### src/rtl/gesture_pkg.sv
// Shared definitions for the finger-count gesture path: the extractor,
// the count filter and the arm command mapper all use these.
package gesture_pkg;

    // Default count width and largest legal finger count
    localparam int GESTURE_COUNT_W   = 3;
    localparam int GESTURE_MAX_COUNT = 5;

    // Filter FSM: idle (nothing accepted), locked (candidate matches the
    // accepted count), pending (a different candidate is building a run)
    typedef enum logic [1:0] {
        S_IDLE    = 2'd0,
        S_LOCKED  = 2'd1,
        S_PENDING = 2'd2
    } gesture_state_e;

    // Larger of two integers, used to size the run counter
    function automatic int gesture_max(input int a, input int b);
        return (a > b) ? a : b;
    endfunction

endpackage

### src/rtl/frame_watchdog.sv
// Frame watchdog: counts cycles with no frame while enabled and strobes
// expire on the cycle the count would reach TIMEOUT_CYCLES. A frame in that
// same cycle clears the count, so the frame always wins over the timeout.
// TIMEOUT_CYCLES=0 disables expiry entirely.
module frame_watchdog #(
    parameter int TIMEOUT_CYCLES = 1000000
) (
    input  logic clk,
    input  logic rst_n,
    input  logic clear,
    input  logic enable,
    output logic expire
);

    localparam bit ACTIVE = (TIMEOUT_CYCLES > 0);
    localparam int CNT_W  = ACTIVE ? $clog2(TIMEOUT_CYCLES + 1) : 1;
    localparam logic [CNT_W-1:0] LAST = CNT_W'(ACTIVE ? TIMEOUT_CYCLES - 1 : 0);

    logic [CNT_W-1:0] idle_cnt;

    assign expire = ACTIVE && enable && !clear && (idle_cnt == LAST);

    // Idle counter: zero while disabled, on any frame and on expiry
    always_ff @(posedge clk or negedge rst_n) begin
        if (!rst_n)
            idle_cnt <= '0;
        else if (!ACTIVE || clear || expire || !enable)
            idle_cnt <= '0;
        else
            idle_cnt <= idle_cnt + 1'b1;
    end

endmodule

### src/rtl/gesture_count_filter.sv
// Temporal filter for the per-frame finger count. A count is accepted after
// a run of identical legal frames (longer run for zero), out-of-range frames
// are rejected and break the run, and a frame gap forces the output idle.
module gesture_count_filter
    import gesture_pkg::*;
#(
    parameter int COUNT_W        = GESTURE_COUNT_W,
    parameter int MAX_COUNT      = GESTURE_MAX_COUNT,
    parameter int STABLE_FRAMES  = 5,
    parameter int ZERO_FRAMES    = 8,
    parameter int TIMEOUT_CYCLES = 1000000
) (
    input  logic               clk,
    input  logic               rst_n,
    input  logic [COUNT_W-1:0] raw_count,
    input  logic               count_valid,
    output logic [COUNT_W-1:0] stable_count,
    output logic               stable_valid,
    output logic               change_pulse,
    output logic               timeout_pulse,
    output logic               reject_pulse
);

    localparam int RUN_MAX = gesture_max(STABLE_FRAMES, ZERO_FRAMES);
    localparam int RUN_W   = $clog2(RUN_MAX + 1);

    localparam logic [RUN_W-1:0]   RUN_SAT  = RUN_W'(RUN_MAX);
    localparam logic [RUN_W-1:0]   T_STABLE = RUN_W'(STABLE_FRAMES);
    localparam logic [RUN_W-1:0]   T_ZERO   = RUN_W'(ZERO_FRAMES);
    localparam logic [COUNT_W-1:0] MAX_V    = COUNT_W'(MAX_COUNT);

    gesture_state_e     state;
    logic [COUNT_W-1:0] cand;
    logic [RUN_W-1:0]   run;

    logic               in_range;
    logic               same;
    logic [RUN_W-1:0]   run_nx;
    logic [RUN_W-1:0]   thr;
    logic               accept;
    logic               expire;

    frame_watchdog #(
        .TIMEOUT_CYCLES(TIMEOUT_CYCLES)
    ) u_wdog (
        .clk    (clk),
        .rst_n  (rst_n),
        .clear  (count_valid),
        .enable (stable_valid),
        .expire (expire)
    );

    // Next run length and acceptance decision for the incoming frame
    always_comb begin
        in_range = (raw_count <= MAX_V);
        same     = (raw_count == cand) && (run != '0);
        run_nx   = RUN_W'(1);
        if (same)
            run_nx = (run == RUN_SAT) ? run : run + 1'b1;
        thr      = (raw_count == '0) ? T_ZERO : T_STABLE;
        // Only the exact threshold crossing accepts, so a long run pulses once
        accept   = count_valid && in_range && (run_nx == thr) &&
                   ((state == S_IDLE) || (raw_count != stable_count));
    end

    // Candidate tracking, acceptance, rejection and timeout
    always_ff @(posedge clk or negedge rst_n) begin
        if (!rst_n) begin
            state         <= S_IDLE;
            cand          <= '0;
            run           <= '0;
            stable_count  <= '0;
            stable_valid  <= 1'b0;
            change_pulse  <= 1'b0;
            timeout_pulse <= 1'b0;
            reject_pulse  <= 1'b0;
        end else begin
            change_pulse  <= 1'b0;
            timeout_pulse <= 1'b0;
            reject_pulse  <= 1'b0;
            if (count_valid) begin
                if (!in_range) begin
                    // Bad frame breaks the run but keeps the candidate value
                    reject_pulse <= 1'b1;
                    run          <= '0;
                end else begin
                    cand <= raw_count;
                    run  <= run_nx;
                    if (accept) begin
                        stable_count <= raw_count;
                        stable_valid <= 1'b1;
                        change_pulse <= 1'b1;
                        state        <= S_LOCKED;
                    end else if (state == S_LOCKED && raw_count != stable_count) begin
                        state <= S_PENDING;
                    end else if (state == S_PENDING && raw_count == stable_count) begin
                        state <= S_LOCKED;
                    end
                end
            end else if (expire) begin
                stable_count  <= '0;
                stable_valid  <= 1'b0;
                cand          <= '0;
                run           <= '0;
                timeout_pulse <= 1'b1;
                state         <= S_IDLE;
            end
        end
    end

endmodule

### config.mk
export PLATFORM = sky130hd
export DESIGN_NAME = gesture_count_filter
export DESIGN_NICKNAME = d
export VERILOG_FILES = /design/src/rtl/gesture_pkg.sv /design/src/rtl/frame_watchdog.sv /design/src/rtl/gesture_count_filter.sv
export SDC_FILE = /design/constraint.sdc
export NUM_CORES = 1
export LEC_CHECK = 0
export ABC_AREA = 1
export CAP_MARGIN = 25
export CORE_UTILIZATION = 40
export CTS_CLUSTER_SIZE = 25
export DETAILED_ROUTE_END_ITERATION = 8
export GPL_TIMING_DRIVEN = 0
export PLACE_DENSITY = 0.68
export SETUP_SLACK_MARGIN = 0.05
export SYNTH_ARGS = -nofsm -noshare
export SYNTH_HDL_FRONTEND = slang
export SYNTH_SLANG_ARGS = --single-unit
### constraint.sdc
create_clock -name clk -period 2.7 [get_ports clk]
set_clock_uncertainty 0.15 [all_clocks]
set_input_delay 0.675 -clock clk [delete_from_list [all_inputs] [get_ports clk]]
set_output_delay 0.675 -clock clk [all_outputs]
set_load 0.05 [all_outputs]
Yosys cells after proc, flatten, opt, wreduce, memory -nomap -nowiden --
Index checks and enable logic that the tools add are counted.
Storage, ports and cells: register bits after elaboration 36, latch bits 0, memory bits (writable) 0, ROM bits 0, input bits 6, output and inout port bits 7, logic and storage cells 73, memories 0
Operators by class: $add $sub $neg 2, multiply operators 0, divide/modulo/power cells 0, magnitude comparators 1, equality and inequality tests 11, shifts and indexed selects 0, muxes and demuxes 30, bitwise logic cells 0, reduce and logical (&&, ||, !) cells 20
Operators by type and width (number):
- 4-bit two-way mux | 6
- 20-bit by 1-bit adder with 20-bit output, second input constant | 1
- 20-bit == test, second input constant | 1
- 20-bit two-way mux | 1
- 3-bit two-way mux | 6
- 2-bit two-way mux | 6
- 1-bit two-way mux | 11
- 1-bit logical AND | 8
- 3-bit == test | 2
- 3-bit AND reduction | 2
- 4-bit by 1-bit adder with 4-bit output, second input constant | 1
- 4-bit == test | 1
- 4-bit == test, second input constant | 1
- 2-bit by 1-bit inequality test with 1-bit output, second input constant | 2
- 4-bit by 1-bit inequality test with 1-bit output, second input constant | 1
- 4-bit nonzero test | 1
- 3-bit less-or-equal comparator, second input constant | 1
- 3-bit zero test | 1
- 1-bit logical OR | 3
- 3-bit inequality test | 1
- 2-bit by 1-bit == test with 1-bit output, second input constant | 1
- 2-bit == test, second input constant | 1
- 1-bit zero test | 2
- 2-bit zero test | 1
- other kinds (2) | 2

Depth between registers and ports, before layout --
depth after elaboration 9, mapped depth 14, mapped depth without buffers 14

Cells and area by module --
Synthesis repeated with hierarchy kept, for this count alone.
Unflattened totals: cell total of the unflattened synthesis 285, area, all modules 2139.6 µm²
By module, submodules not included:
- frame_watchdog | instances 1, cells an instance 160, area an instance 1176.1 µm², seq. area each 500.5 µm²
- gesture_count_filter | instances 1, cells an instance 125, area an instance 963.4 µm², seq. area each 400.4 µm²

Least setup slack after synthesis --
Ideal clock, no wire load.
kind in2reg, from in raw_count[1], to reg stable_count[1], library setup time 0.123 ns, arrival 1.670 ns, data required time 2.427 ns, slack 0.758 ns, cell stages on the path 11, buffers on the path 1, cell sequence buf_4 -> nor3_1 -> nand2_1 -> nor2_1 -> nor2_2 -> nor2_2 -> nand2_2 -> nand2_2 -> nand2_4 -> nand2_1 -> o21ai_1
On the way: word-level cells in the longest chain between the ends 8, elaborated cells between the ends (all ways) 18, those cells by class order compare: 1; eq/ne: 5; mux: 5; reduce/logical: 7
Ends and longest elaborated chain:
- start: declaration | line gesture_count_filter.sv:15 | input logic [COUNT_W-1:0] raw_count,
- 3-bit == test | line gesture_count_filter.sv:56 | same = (raw_count == cand) && (run != '0);
- 1-bit logical AND | line gesture_count_filter.sv:56
- 4-bit two-way mux | line gesture_count_filter.sv:58 | if (same)
- 4-bit == test | line gesture_count_filter.sv:62 | accept = count_valid && in_range && (run_nx == thr) &&
- 1-bit logical AND (2 in series) | line gesture_count_filter.sv:62
- 2-bit by 1-bit inequality test with 1-bit output (no source line)
- 3-bit AND reduction (no source line)
- end signal: assignment | line gesture_count_filter.sv:90 | stable_count <= raw_count;
- end: declaration | line gesture_count_filter.sv:17 | output logic [COUNT_W-1:0] stable_count,
Several ways; a longest one is shown, not always the timed one. The select of a mux whose other input is x is not followed. A chain may end at the register's enable or synchronous reset.

Final worst setup path --
from reg stable_valid, to out stable_valid
RTL lines:
- start: declaration | line gesture_count_filter.sv:18 | output logic stable_valid,
- start signal: assignment | line gesture_count_filter.sv:73 | stable_valid <= 1'b0;
- start signal: assignment | line gesture_count_filter.sv:91 | stable_valid <= 1'b1;
- start signal: assignment | line gesture_count_filter.sv:102 | stable_valid <= 1'b0;
No word-level cell between the ends.

==> results.json <==
{
  "path_delay_family": "buffers and inverters",
  "rows": 25,
  "cp_data_required_time_ps": 1880,
  "cts_hold_buf": 0,
  "crit_cells": 1,
  "slew_viol_final": 0,
  "die_area_sq_um": 5460,
  "fmax_mhz": 424,
  "ys_ff_latch": 36,
  "drtIter0Drc": 82,
  "fin_tns_setup_ps": 0,
  "busiest_layer": "met2",
  "clockRootBuffer": "clkbuf_8",
  "fin_nets": 301,
  "ys_seq_area_frac": 0.436,
  "clockBufferDepth": 2,
  "postSynth.asyncResetShare": 1.00,
  "crit_type": "flop to output port",
  "clk_latency_ps": 290,
  "setup.worst_path.start": "stable_valid",
  "diodes": 0,
  "place_hpwl_mm": 3.11,
  "wl_mm": 4.10,
  "io_buffers": 10,
  "fin_crit_sh": 0.874,
  "clkTransAtPathRegs_ps": 80,
  "ir_drop_mv": 0.314,
  "via_count": 1731,
  "ys_types": 27,
  "die_y_um": 73.9,
  "reg2regPathDepth": 13,
  "crit_path_start_kind": "flop",
  "crit_chain": "clkdlybuf4s50_1",
  "ant_nets": 0,
  "synth_edf_count": 0,
  "initial_utilization": 0.426,
  "synth.cell_area_sq_um": 2070,
  "synth_nets": 284,
  "crit_buf_inv": 1,
  "worstMarginPinSlew_ps": 792,
  "slew_headroom": 0.472,
  "cts-htree-levels": 2,
  "r2r_start": "run[0]",
  "vias_per_cell": 4.81,
  "p_leak_nw": 1.15,
  "track_usage": 0.179,
  "rsz0062_at_grt": "no",
  "crit_path_end_kind": "output port",
  "grt_pass1_vias": 1692,
  "yosysWarnings": 0,
  "netlist_top_cells_area": "dfrtp_1 44%, nand2_1 13%, inv_1 6.2%, nor2_1 5.4%, nand3_1 5.3%",
  "powerDensity_nw_per_um2": 594,
  "cp_slowest_stage_delay_ps": 830,
  "hold_violations": 0,
  "setup-violations-final": 0,
  "synth_common_cells": "72 x nand2_1, 36 x dfrtp_1, 34 x inv_1",
  "ctsResizeCount": 0,
  "drive_gt1_frac": 0.133,
  "yosys_most_used_dff": "dfrtp_1",
  "design.core.area_sq_um": 4850,
  "ff2ff_setup_slack_ps": 670,
  "grt_pass1_wl_mm": 7.42,
  "synth_top_area_frac": 0.436,
  "place_congestion": 0.841,
  "cts_tree": "built",
  "drt_first_pass_iters": 4,
  "post-cts-setup-buffer-count": 0,
  "cp-endpoint": "stable_valid",
  "fillers": 471,
  "gr-usage-met2": 0.283,
  "worst_ep_arrival_time_ps": 1540,
  "wl_per_cell_um": 11.4,
  "met1_usage": 0.240,
  "final_util": 0.496,
  "grt_overflow": 0,
  "avgSynthCellArea_sq_um": 7.52,
  "cap_violations": 0,
  "cts_buffers": 5,
  "slowest_stage": "clkdlybuf4s50_1",
  "grt_max_degree": 37,
  "path_max_fanout": 4,
  "r2r-end": "stable_count[1]",
  "clock_sinks": 36,
  "status": "completed",
  "die_x_um": 73.9,
  "synth_top_area_cell": "dfrtp_1",
  "place_ws_ps": 139,
  "drcViolationCount": 0,
  "synth_cells": 275,
  "synth.most_common_cell": "nand2_1",
  "met3_usage": 0.0357,
  "period_needed_ps": 2360,
  "final.setup.worst_slack_ps": 339,
  "synthToLayoutAreaGrowth_pct": 16.3,
  "antenna_found_initial": 0,
  "hold_path_class": "input pin to async pin",
  "ioPinCount": 13,
  "dp.cells": 352,
  "stdcell_count": 360
}
-- state kept, by name (all words and copies together) (netlist names) --
name and cells:
stable_valid 1, state 2, reject_pulse 1, change_pulse 1, stable_count 3, run 4, u_wdog.idle_cnt 20, timeout_pulse 1
cand 3
-- cell type report --
class | count | area (sq um) | area share
clock buffers | 5 | 68.8 | 0.0286
clock inverters | 3 | 90.1 | 0.0375
flip-flops and latches | 36 | 901 | 0.375
inverters | 42 | 158 | 0.0656
repair buffers | 10 | 95.1 | 0.0395
plain buffers | 3 | 22.5 | 0.00937
well taps | 67 | 83.8 | 0.0349
multi-input cells | 194 | 986 | 0.410
-- per-layer routing --
metal / up-vias / share of wire
met5: - / 0
met4: 0 / 0.018
met3: 7 / 0.042
li1: 906 / -
met2: 32 / 0.44
met1: 786 / 0.50
-- report_power, final --
| part | leakage (nW) | switching (mW) | total (mW) | internal (mW) |
|---|---|---|---|---|
| combinational | 0.587 | 0.123 | 0.187 | 0.0640 |
| sequential | 0.485 | 0.0192 | 0.582 | 0.563 |
| clock | 0.0784 | 0.196 | 0.658 | 0.462 |
| total | 1.15 | 0.338 | 1.43 | 1.09 |
-- worst min path at each step --
stage	to	slack, ps	cells after the start
floorplan	cand[0]	230	0
global placement	u_wdog.idle_cnt[0]	300	1
detailed placement	u_wdog.idle_cnt[0]	330	1
CTS	u_wdog.idle_cnt[9]	340	1
global route	u_wdog.idle_cnt[0]	350	1
finish	u_wdog.idle_cnt[9]	320	1
-- placed cells by master, fill, tap and decap left out, types with 2 or more instances in the layout --
cell / netlist / routed
o21ai_1: 4 / 4
inv_1: 34 / 34
xor2_1: 3 / 3
buf_4: 3 / 3
nor3_1: 11 / 11
nand2_2: 5 / 5
nand2_1: 72 / 72
nand4_1: 6 / 6
dfrtp_1: 36 / 36
nand3_1: 22 / 22
nor2_1: 30 / 30
inv_2: 8 / 8
bufinv_16: 0 / 3
clkdlybuf4s50_1: 0 / 9
nor2_2: 5 / 5
o22ai_1: 4 / 4
xnor2_1: 4 / 4
clkbuf_8: 0 / 5
a21oi_1: 6 / 6
nor4_2: 2 / 2
o21ai_0: 7 / 7
ha_1: 3 / 3
a211oi_1: 2 / 2
nand3_2: 2 / 2
-- worst register-to-register path: cells and delay by family, from the launching register on --
family	cells	cell delay, ps
fa+ha+maj	1	200
compound gates	1	60
buf+inv	1	140
flops	1	440
simple gates	10	940
-- logic make-up after synthesis --
| logic type | synth area share |
|---|---|
| compound gates | 0.0648 |
| xor+xnor | 0.0297 |
| fa+ha+maj | 0.0182 |
| buf+inv | 0.0872 |
| flops | 0.436 |
| simple gates | 0.364 |
-- per-stage QoR --
step / hold WS [ps] / power, mW / instance area [sq um]
floorplan: 229 / 0.728 / 2070
global placement: 299 / 0.778 / 2250
detailed placement: 327 / 0.781 / 2250
CTS: 338 / 1.44 / 2400
global route: 353 / 1.49 / 2400
finish: 315 / 1.43 / 2400
Power figures use the tool's default switching activity.
